`src/rtl/memory_dumper_pkg.sv`:
```
// Shared CPU package: default datapath widths and the memory dumper state encoding.
// Optional checksum byte is controlled by the DUMPER_CHECKSUM_EN macro (see memory_dumper.sv).
package memory_dumper_pkg;

  localparam int DEF_UART_DATA_LENGTH     = 8;
  localparam int DEF_REGISTER_WIDTH       = 4;
  localparam int DEF_MEMORY_ADDRESS_WIDTH = 4;

  typedef enum logic [2:0] {
    stIDLE = 3'd0,
    stRD_HI = 3'd1,
    stRD_LO = 3'd2,
    stCAPT = 3'd3,
    stSEND = 3'd4,
    stCHK = 3'd5,
    stDONE = 3'd6
  } dump_state_e;

endpackage

```
`src/rtl/memory_dumper_if.sv`:
```
// Memory read port, UART transmit handshake and dump control/status of the memory dumper.
// master = dumper side, slave = memory/transmitter/controller side.
interface memory_dumper_if
  import memory_dumper_pkg::*;
#(
  parameter int UART_DATA_LENGTH     = DEF_UART_DATA_LENGTH,
  parameter int REGISTER_WIDTH       = DEF_REGISTER_WIDTH,
  parameter int MEMORY_ADDRESS_WIDTH = DEF_MEMORY_ADDRESS_WIDTH
);

  logic                            start_strb_i;
  logic [REGISTER_WIDTH-1:0]       mem_data_i;
  logic                            tx_ready_i;
  logic [MEMORY_ADDRESS_WIDTH-1:0] mem_addr_o;
  logic                            mem_read_en_o;
  logic [UART_DATA_LENGTH-1:0]     tx_data_o;
  logic                            tx_valid_o;
  logic                            busy_o;
  logic                            done_strb_o;

  modport master (
    input  start_strb_i, mem_data_i, tx_ready_i,
    output mem_addr_o, mem_read_en_o, tx_data_o, tx_valid_o, busy_o, done_strb_o
  );

  modport slave (
    output start_strb_i, mem_data_i, tx_ready_i,
    input  mem_addr_o, mem_read_en_o, tx_data_o, tx_valid_o, busy_o, done_strb_o
  );

endinterface

```
`src/rtl/memory_dumper_dump_checksum.sv`:
```
// dump_checksum: wrapping accumulator of transmitted data bytes, cleared at the end of a dump.
module dump_checksum #(
  parameter int W = 8
) (
  input  logic         i_clk,
  input  logic         i_rst_n,
  input  logic         i_clear,
  input  logic         i_add,
  input  logic [W-1:0] i_data,
  output logic [W-1:0] o_sum
);

  logic [W-1:0] r_sum;

  always_ff @(posedge i_clk) begin
    if (!i_rst_n || i_clear) begin
      r_sum <= '0;
    end else if (i_add) begin
      r_sum <= r_sum + i_data;
    end
  end

  assign o_sum = r_sum;

endmodule

```
`src/rtl/memory_dumper.sv`:
```
// memory_dumper: reads the nibble memory from address 0, packs even/odd nibble pairs into bytes
// and streams them to the UART transmitter. DUMPER_CHECKSUM_EN appends a modulo-256 checksum byte.
module memory_dumper
  import memory_dumper_pkg::*;
#(
  parameter int UART_DATA_LENGTH     = DEF_UART_DATA_LENGTH,
  parameter int REGISTER_WIDTH       = DEF_REGISTER_WIDTH,
  parameter int MEMORY_ADDRESS_WIDTH = DEF_MEMORY_ADDRESS_WIDTH
) (
  input logic             clk_i,
  input logic             reset_ni,
  memory_dumper_if.master bus
);

  localparam int AW = MEMORY_ADDRESS_WIDTH;

  dump_state_e                 r_state;
  logic [AW:0]                 r_addr;
  logic [REGISTER_WIDTH-1:0]   r_hi;
  logic [AW-1:0]               r_mem_addr;
  logic                        r_rd_en;
  logic [UART_DATA_LENGTH-1:0] r_tx_data;
  logic                        r_tx_valid;
  logic                        r_busy;
  logic                        r_done;

  logic [AW:0]                 w_addr_inc;
  logic [UART_DATA_LENGTH-1:0] w_byte;

  assign w_addr_inc = r_addr + {{AW{1'b0}}, 1'b1};
  // Even address in the high nibble, matching the programming path.
  assign w_byte     = {r_hi, bus.mem_data_i};

`ifdef DUMPER_CHECKSUM_EN
  logic [UART_DATA_LENGTH-1:0] w_sum;
  logic                        w_chk_clear;
  logic                        w_chk_add;

  assign w_chk_clear = (r_state == stDONE);
  assign w_chk_add   = (r_state == stCAPT);

  dump_checksum #(
    .W(UART_DATA_LENGTH)
  ) u_dump_checksum (
    .i_clk  (clk_i),
    .i_rst_n(reset_ni),
    .i_clear(w_chk_clear),
    .i_add  (w_chk_add),
    .i_data (w_byte),
    .o_sum  (w_sum)
  );
`endif

  // Outputs are registered: each transition loads the values the next state presents.
  always_ff @(posedge clk_i) begin
    if (!reset_ni) begin
      r_state    <= stIDLE;
      r_addr     <= '0;
      r_hi       <= '0;
      r_mem_addr <= '0;
      r_rd_en    <= 1'b0;
      r_tx_data  <= '0;
      r_tx_valid <= 1'b0;
      r_busy     <= 1'b0;
      r_done     <= 1'b0;
    end else begin
      r_done <= 1'b0;
      case (r_state)
        stIDLE: begin
          if (bus.start_strb_i) begin
            r_state    <= stRD_HI;
            r_busy     <= 1'b1;
            r_rd_en    <= 1'b1;
            r_mem_addr <= r_addr[AW-1:0];
          end
        end
        stRD_HI: begin
          r_addr     <= w_addr_inc;
          r_mem_addr <= w_addr_inc[AW-1:0];
          r_state    <= stRD_LO;
        end
        stRD_LO: begin
          r_hi       <= bus.mem_data_i;
          r_addr     <= w_addr_inc;
          r_rd_en    <= 1'b0;
          r_mem_addr <= '0;
          r_state    <= stCAPT;
        end
        stCAPT: begin
          r_tx_data  <= w_byte;
          r_tx_valid <= 1'b1;
          r_state    <= stSEND;
        end
        stSEND: begin
          if (bus.tx_ready_i) begin
            r_tx_valid <= 1'b0;
            if (!r_addr[AW]) begin
              r_state    <= stRD_HI;
              r_rd_en    <= 1'b1;
              r_mem_addr <= r_addr[AW-1:0];
            end else begin
`ifdef DUMPER_CHECKSUM_EN
              r_tx_data  <= w_sum;
              r_tx_valid <= 1'b1;
              r_state    <= stCHK;
`else
              r_done     <= 1'b1;
              r_state    <= stDONE;
`endif
            end
          end
        end
`ifdef DUMPER_CHECKSUM_EN
        stCHK: begin
          if (bus.tx_ready_i) begin
            r_tx_valid <= 1'b0;
            r_done     <= 1'b1;
            r_state    <= stDONE;
          end
        end
`endif
        stDONE: begin
          r_addr  <= '0;
          r_busy  <= 1'b0;
          r_state <= stIDLE;
        end
        default: begin
          r_state <= stIDLE;
          r_busy  <= 1'b0;
        end
      endcase
    end
  end

  assign bus.mem_addr_o    = r_mem_addr;
  assign bus.mem_read_en_o = r_rd_en;
  assign bus.tx_data_o     = r_tx_data;
  assign bus.tx_valid_o    = r_tx_valid;
  assign bus.busy_o        = r_busy;
  assign bus.done_strb_o   = r_done;

endmodule

```
`src/flat_wrapper.sv`:
```
// flat-port wrapper written by rule: the top's interface ports become plain ports
module memory_dumper_flat import memory_dumper_pkg::*;
#(
  parameter int UART_DATA_LENGTH     = DEF_UART_DATA_LENGTH,
  parameter int REGISTER_WIDTH       = DEF_REGISTER_WIDTH,
  parameter int MEMORY_ADDRESS_WIDTH = DEF_MEMORY_ADDRESS_WIDTH
)
  (clk_i, reset_ni, bus_start_strb_i, bus_mem_data_i, bus_tx_ready_i, bus_mem_addr_o, bus_mem_read_en_o, bus_tx_data_o, bus_tx_valid_o, bus_busy_o, bus_done_strb_o);
  memory_dumper_if #(.UART_DATA_LENGTH(UART_DATA_LENGTH), .REGISTER_WIDTH(REGISTER_WIDTH), .MEMORY_ADDRESS_WIDTH(MEMORY_ADDRESS_WIDTH)) bus_i ();
  input logic clk_i;
  input logic reset_ni;
  input wire logic [$bits(bus_i.start_strb_i)-1:0] bus_start_strb_i;
  input wire logic [$bits(bus_i.mem_data_i)-1:0] bus_mem_data_i;
  input wire logic [$bits(bus_i.tx_ready_i)-1:0] bus_tx_ready_i;
  output wire logic [$bits(bus_i.mem_addr_o)-1:0] bus_mem_addr_o;
  output wire logic [$bits(bus_i.mem_read_en_o)-1:0] bus_mem_read_en_o;
  output wire logic [$bits(bus_i.tx_data_o)-1:0] bus_tx_data_o;
  output wire logic [$bits(bus_i.tx_valid_o)-1:0] bus_tx_valid_o;
  output wire logic [$bits(bus_i.busy_o)-1:0] bus_busy_o;
  output wire logic [$bits(bus_i.done_strb_o)-1:0] bus_done_strb_o;
  assign bus_i.start_strb_i = bus_start_strb_i;
  assign bus_i.mem_data_i = bus_mem_data_i;
  assign bus_i.tx_ready_i = bus_tx_ready_i;
  assign bus_mem_addr_o = bus_i.mem_addr_o;
  assign bus_mem_read_en_o = bus_i.mem_read_en_o;
  assign bus_tx_data_o = bus_i.tx_data_o;
  assign bus_tx_valid_o = bus_i.tx_valid_o;
  assign bus_busy_o = bus_i.busy_o;
  assign bus_done_strb_o = bus_i.done_strb_o;
  memory_dumper #(.UART_DATA_LENGTH(UART_DATA_LENGTH), .REGISTER_WIDTH(REGISTER_WIDTH), .MEMORY_ADDRESS_WIDTH(MEMORY_ADDRESS_WIDTH)) u_core (.clk_i(clk_i), .reset_ni(reset_ni), .bus(bus_i));
endmodule
```
`config.mk`:
```
export PLATFORM = sky130hd
export DESIGN_NAME = memory_dumper_flat
export DESIGN_NICKNAME = d
export VERILOG_FILES = /design/src/rtl/memory_dumper_pkg.sv /design/src/rtl/memory_dumper_if.sv /design/src/rtl/memory_dumper_dump_checksum.sv /design/src/rtl/memory_dumper.sv /design/src/flat_wrapper.sv
export SDC_FILE = /design/constraint.sdc
export NUM_CORES = 1
export LEC_CHECK = 0
export ABC_AREA = 1
export BUFFER_PORTS_ARGS = -buffer_cell sky130_fd_sc_hd__buf_2
export CAP_MARGIN = 25
export CORE_MARGIN = 2
export CORE_UTILIZATION = 46
export CTS_CLUSTER_SIZE = 8
export DETAILED_ROUTE_END_ITERATION = 12
export PLACE_DENSITY = 0.68
export SLEW_MARGIN = 20
export SYNTH_ARGS = -nofsm -noshare
export SYNTH_HDL_FRONTEND = slang
export SYNTH_SLANG_ARGS = --single-unit
```
`constraint.sdc`:
```
create_clock -name clk_i -period 1.8 [get_ports clk_i]
set_clock_uncertainty 0.2 [all_clocks]
set_input_delay 0.36 -clock clk_i [delete_from_list [all_inputs] [get_ports clk_i]]
set_output_delay 0.36 -clock clk_i [all_outputs]
set_load 0.005 [all_outputs]
```
# Yosys cells after proc, flatten, opt, wreduce, memory -nomap -nowiden
# Index checks and enable logic that the tools add are counted.
[totals]
regBits = 28
input_bits = 8
word_cells = 49
[op_classes]
addsub = 1
n_eq_ne = 8
muxes = 17
bitwise_logic = 1
n_reduce_logical = 13
[ops]
columns = ["operator", "n"]
rows = [
  ["$pmux 4 s4", 1],
  ["$pmux 3 s5", 1],
  ["$mux 4", 3],
  ["$pmux 5 s2", 1],
  ["$mux 3", 3],
  ["$reduce_and 4->1", 2],
  ["$eq 3x2->1 const B", 2],
  ["$eq 3x3->1 const B", 2],
  ["$ne 2x2->1 const B", 3],
  ["$reduce_and 2->1", 3],
  ["$add 5x1->5 const B", 1],
  ["$mux 1", 5],
  ["$pmux 1 s2", 2],
  ["$reduce_bool 2->1", 2],
  ["$reduce_bool 4->1", 1],
  ["$reduce_or 4->1", 1],
  ["$eq 3x1->1 const B", 1],
  ["$logic_not 3->1", 1],
  ["$pmux 1 s3", 1],
  ["$reduce_and 3->1", 1],
  ["$reduce_bool 3->1", 1],
  ["$reduce_or 2->1", 1],
  ["$not 1->1", 1],
]

# Logic depth before layout (Yosys ltp)
[depth]
depth_word = 4
depth_mapped = 9
ltp_nobuf = 9

# Worst setup path after synthesis
# OpenSTA, ideal clock, no wires.
[synth_timing]
path_kind = "register to register"
start = "reg u_core.r_state[1]"
end = "reg u_core.r_addr[4]"
setup_time_ns = 0.141
arrival_ns = 1.092
t_required_ns = 1.459
slack_ns = 0.368
path_stages_with_launch = 4
n_path_buf = 0
synth_period_minus_slack_ns = 1.432
cell_sequence = "dfxtp_1 > inv_1 > o31ai_1 > nor3_1"
[synth_between]
elab_chain_cells = 3
word_cells_on_any_way = 6
cone_classes = "eq/ne (3); mux (1); reduce/logical (2)"
[synth_lines]
columns = ["element", "line_no", "source"]
rows = [
  ["start: declaration", "memory_dumper.sv:17", "dump_state_e r_state;"],
  ["start signal: assignment", "memory_dumper.sv:57", "r_state <= stIDLE;"],
  ["start signal: assignment", "memory_dumper.sv:71", "r_state <= stRD_HI;"],
  ["start signal: assignment", "memory_dumper.sv:80", "r_state <= stRD_LO;"],
  ["$eq 3x1->1 / $eq 3x2->1 (equally long branches)", "memory_dumper.sv:68", "case (r_state)"],
  ["$reduce_or 2->1 (no source line)", "-", ""],
  ["$pmux 5 s2 / $reduce_bool 2->1 (equally long branches)", "-", ""],
  ["end signal: assignment", "memory_dumper.sv:78", "r_addr <= w_addr_inc;"],
  ["end signal: assignment", "memory_dumper.sv:84", "r_addr <= w_addr_inc;"],
  ["end: declaration", "memory_dumper.sv:18", "logic [AW:0] r_addr;"],
]
# Several ways; a longest one is shown, not always the timed one.
# A chain may end at the register's enable or synchronous reset.

# Final worst setup path
[layout_timing]
start = "reg u_core.r_state[2]"
end = "reg u_core.r_mem_addr[2], in the netlist u_core.bus.mem_addr_o[2]"
[layout_between]
elab_chain_cells = 3
word_cells_on_any_way = 10
cone_classes = "eq/ne (6); mux (1); reduce/logical (3)"
[layout_lines]
columns = ["element", "line_no", "source"]
rows = [
  ["$eq 3x3->1 (tied with other cells)", "memory_dumper.sv:68", ""],
  ["$ne 2x2->1 (no source line) / $reduce_bool 4->1 (equally long branches)", "-", ""],
  ["$reduce_and 4->1 (no source line)", "-", ""],
  ["end signal: assignment", "memory_dumper.sv:74", "r_mem_addr <= r_addr[AW-1:0];"],
  ["end signal: assignment", "memory_dumper.sv:79", "r_mem_addr <= w_addr_inc[AW-1:0];"],
  ["end signal: assignment", "memory_dumper.sv:100", "r_mem_addr <= r_addr[AW-1:0];"],
  ["end: declaration", "memory_dumper.sv:20", "logic [AW-1:0] r_mem_addr;"],
]
# Several ways; a longest one is shown, not always the timed one.

==> summary.txt <==
End-of-flow core utilization: 0.547
Remaining DRCs: 0
Initial antenna violation count: 0
Worst-Margin Slew: 0.341 ns
Die area: 0.00320 mm2
WL per Instance: 11.3 um
Die Wd: 56.5 um
Gp weighted congestion: 0.768
Worst hold endpoint: u_core.bus.tx_data_o[2]
Routed Antenna Nets: 0
#FFs+latches synth: 28
# IOs: 24
Layout Nets: 200
Worst r2r path cells: 9
Post-synth cell types: 25
Clock buffer depth: 2
Compound-Gate Fraction of Synth Area: 0.102
Max cap viols: 0
Clk pin slew, worst setup/hold paths: 0.14 ns
Worst stage delay on the critical path: 0.52 ns
CP delay by family, top: flip-flops
Hold path start: bus_mem_data_i[2]
Period utilization: 0.899
Data required, critical path: 1.88 ns
Avg Cell Area, Syn: 7.84 um2
Max VDD drop: 596 uV
Ratio of cells with drive above 1 in the final layout: 0.289
Post-CTS Setup Inserts: 0
Num Clock Sinks: 28
Cell area after synthesis: 0.00127 mm2
Resized cells post-CTS: 0
Leak: 0.716 nW
Fin. max-slew vios: 0
Post-Syn Nets: 171
Initial drt markers: 28
Seq/Total Area, Yosys: 0.441
R2R setup slack: 0.18 ns
CTS tree: done
Final hold vios: 0
CP Class: reg2reg
Worst Path Max Fanout: 8
CP bufs+invs: 3
Layout area overhead: 15.8%
Status: finished clean
Starting Density: 0.473
Die Height: 56.5 um
CTS buffer count: 3
Most used cell, CP: nand2_1
Fraction of synthesized area in multiplexers: 0
Hold-fix buffers, CTS: 0
First-pass GRT wire length: 4480 um
Reg-to-reg endpoint: u_core.bus.mem_addr_o[2]
Total negative slack: 0 ns
Cell area after layout: 0.00147 mm2
Htree depth: 1
Pre-CTS WS: 0.211 ns
Worst Hold Class: in2reg
Fraction of synthesized cell area in xor and xnor cells: 0.00690
Global route total overflow: 0
# rows: 19
First-pass DRT Iterations: 4
Critical path capture point type: flip-flop
WHS Path Cells: 3
Total track usage: 0.177
CP arrival: 1.70 ns
Vias in the first global route: 1094
Largest net degree at the start of global routing: 16
Synth Warn #: 0
Post-synthesis simple-gate area fraction: 0.373
Crit path cell chain: inv_2 > nand3_2 > buf_4 > nand3_2 > nand2_1 > inv_1 > nand2_1 > nand2_1 > nor2_2
Core Area: 0.00269 mm2
Worst hold slack: 0.0578 ns
Post-DR vias/cell: 5.00
Final setup vio count: 0
Routed Wire Length: 2490 um
Root buf cell: clkbuf_4
Setup ws final: 0.181 ns
ANT cells: 0
FMAX: 0.618 GHz
Tmin final: 1.62 ns
Port buffer count: 23
Synth Area in Adders: 0.00985
CP startpoint kind: flip-flop
Critical path's slowest cell: dfxtp_1
Critical Path Start: u_core.r_state[2]
Gate Count Post-Synth: 162
Pwr Density: 859 mW/mm2
RSZ-0062 raised after global routing: no
Dpl cell area: 0.00143 mm2
Skew-Pair Late Insertion Delay: 0.32 ns
Worst slew margin: 0.773
Routed vias: 1104
Combinational family with the most area after synthesis: simple AND/OR/NAND/NOR gates
Hpwl dp: 1970 um
Reg2reg start: u_core.r_state[2]
-- cell type report --
type	count	area [um2]
Tap cell	31	38.8
Sequential cell	28	561
Inverter	17	63.8
Timing Repair Buffer	27	145
Fill cell	260	1220
Multi-Input combinational cell	114	626
Clock buffer	4	36.3
-- how the worst max path moves through the flow --
stage	to	cells past startpoint
global placement	u_core.bus.mem_addr_o[0]	7
CTS	u_core.bus.mem_addr_o[2]	9
floorplan	u_core.r_addr[4]	3
finish	u_core.bus.mem_addr_o[2]	9
detailed placement	u_core.bus.mem_addr_o[1]	7
global route	u_core.bus.mem_addr_o[0]	9
-- flip-flops by register name, indices dropped and copies added, names as in the netlist --
name	count
u_core.r_state	3
u_core.r_addr	5
u_core.bus.tx_valid_o	1
u_core.bus.mem_read_en_o	1
u_core.bus.tx_data_o	8
u_core.bus.done_strb_o	1
u_core.r_hi	4
u_core.bus.mem_addr_o	4
u_core.bus.busy_o	1
-- worst min-delay path: stages --
cell and delay, ns:
buf_2 0.08, nor2_1 0.04, nor2_1 0.08
-- metal layers --
layer / GRT usage / part of all wire / up-vias
met5: 0 / 0 / -
met1: 0.207 / 0.43 / 501
met4: 0.0612 / 0.011 / 0
li1: - / - / 579
met2: 0.324 / 0.52 / 20
met3: 0.0276 / 0.040 / 4
-- cell usage after synthesis --
master | n | share of area
dfxtp_1 | 28 | 0.44
a211oi_1 | 1 | 0.0059
inv_1 | 14 | 0.041
a21oi_1 | 9 | 0.035
nand2_2 | 1 | 0.0049
o21ai_0 | 14 | 0.055
nor2_2 | 6 | 0.030
nand2_4 | 2 | 0.018
inv_2 | 3 | 0.0089
nand3_2 | 7 | 0.055
nand3_1 | 7 | 0.028
nand4_1 | 2 | 0.0099
nor2_1 | 30 | 0.089
nor2_4 | 3 | 0.027
buf_6 | 1 | 0.0089
nand2_1 | 24 | 0.071
o31ai_1 | 1 | 0.0059
xor2_1 | 1 | 0.0069
nand3_4 | 1 | 0.014
buf_2 | 1 | 0.0039
and3_1 | 1 | 0.0049
nor2_8 | 1 | 0.016
ha_1 | 1 | 0.0099
nor3_1 | 2 | 0.0079
clkbuf_1 | 1 | 0.0030
-- metrics by stage --
stage                     instances  total power [W]
after floorplan                 162         0.000901
after global placement          217         0.000970
after detailed placement        217         0.000980
after CTS                       221          0.00128
after global routing            221          0.00134
final                           221          0.00126
-- report_power, final --
part	switching, W	internal (W)
Sequential	0.0000332	0.000664
Combinational	0.000161	0.000104
Clock	0.000176	0.000124
Total	0.000371	0.000892
-- cells by family (layout without fill, tap and decap cells) --
group	count (synthesis)	count (layout)
compound gates	25	25
flops	28	28
xor+xnor	1	1
buf+inv	20	48
fa+ha+maj	1	1
simple gates	87	87
-- cell usage in the layout (no fill, tap or decap), types with 2 or more instances in the layout --
master | Yosys | routed
o21ai_0 | 14 | 14
buf_2 | 1 | 23
nand4_1 | 2 | 2
dfxtp_1 | 28 | 28
inv_1 | 14 | 14
clkbuf_4 | 0 | 3
nor2_2 | 6 | 6
nor2_1 | 30 | 30
nand2_4 | 2 | 2
nand2_1 | 24 | 24
nand3_1 | 7 | 7
a21oi_1 | 9 | 9
nor2_4 | 3 | 3
nand3_2 | 7 | 7
buf_4 | 0 | 4
nor3_1 | 2 | 2
inv_2 | 3 | 3
Power figures use the tool's default switching activity.
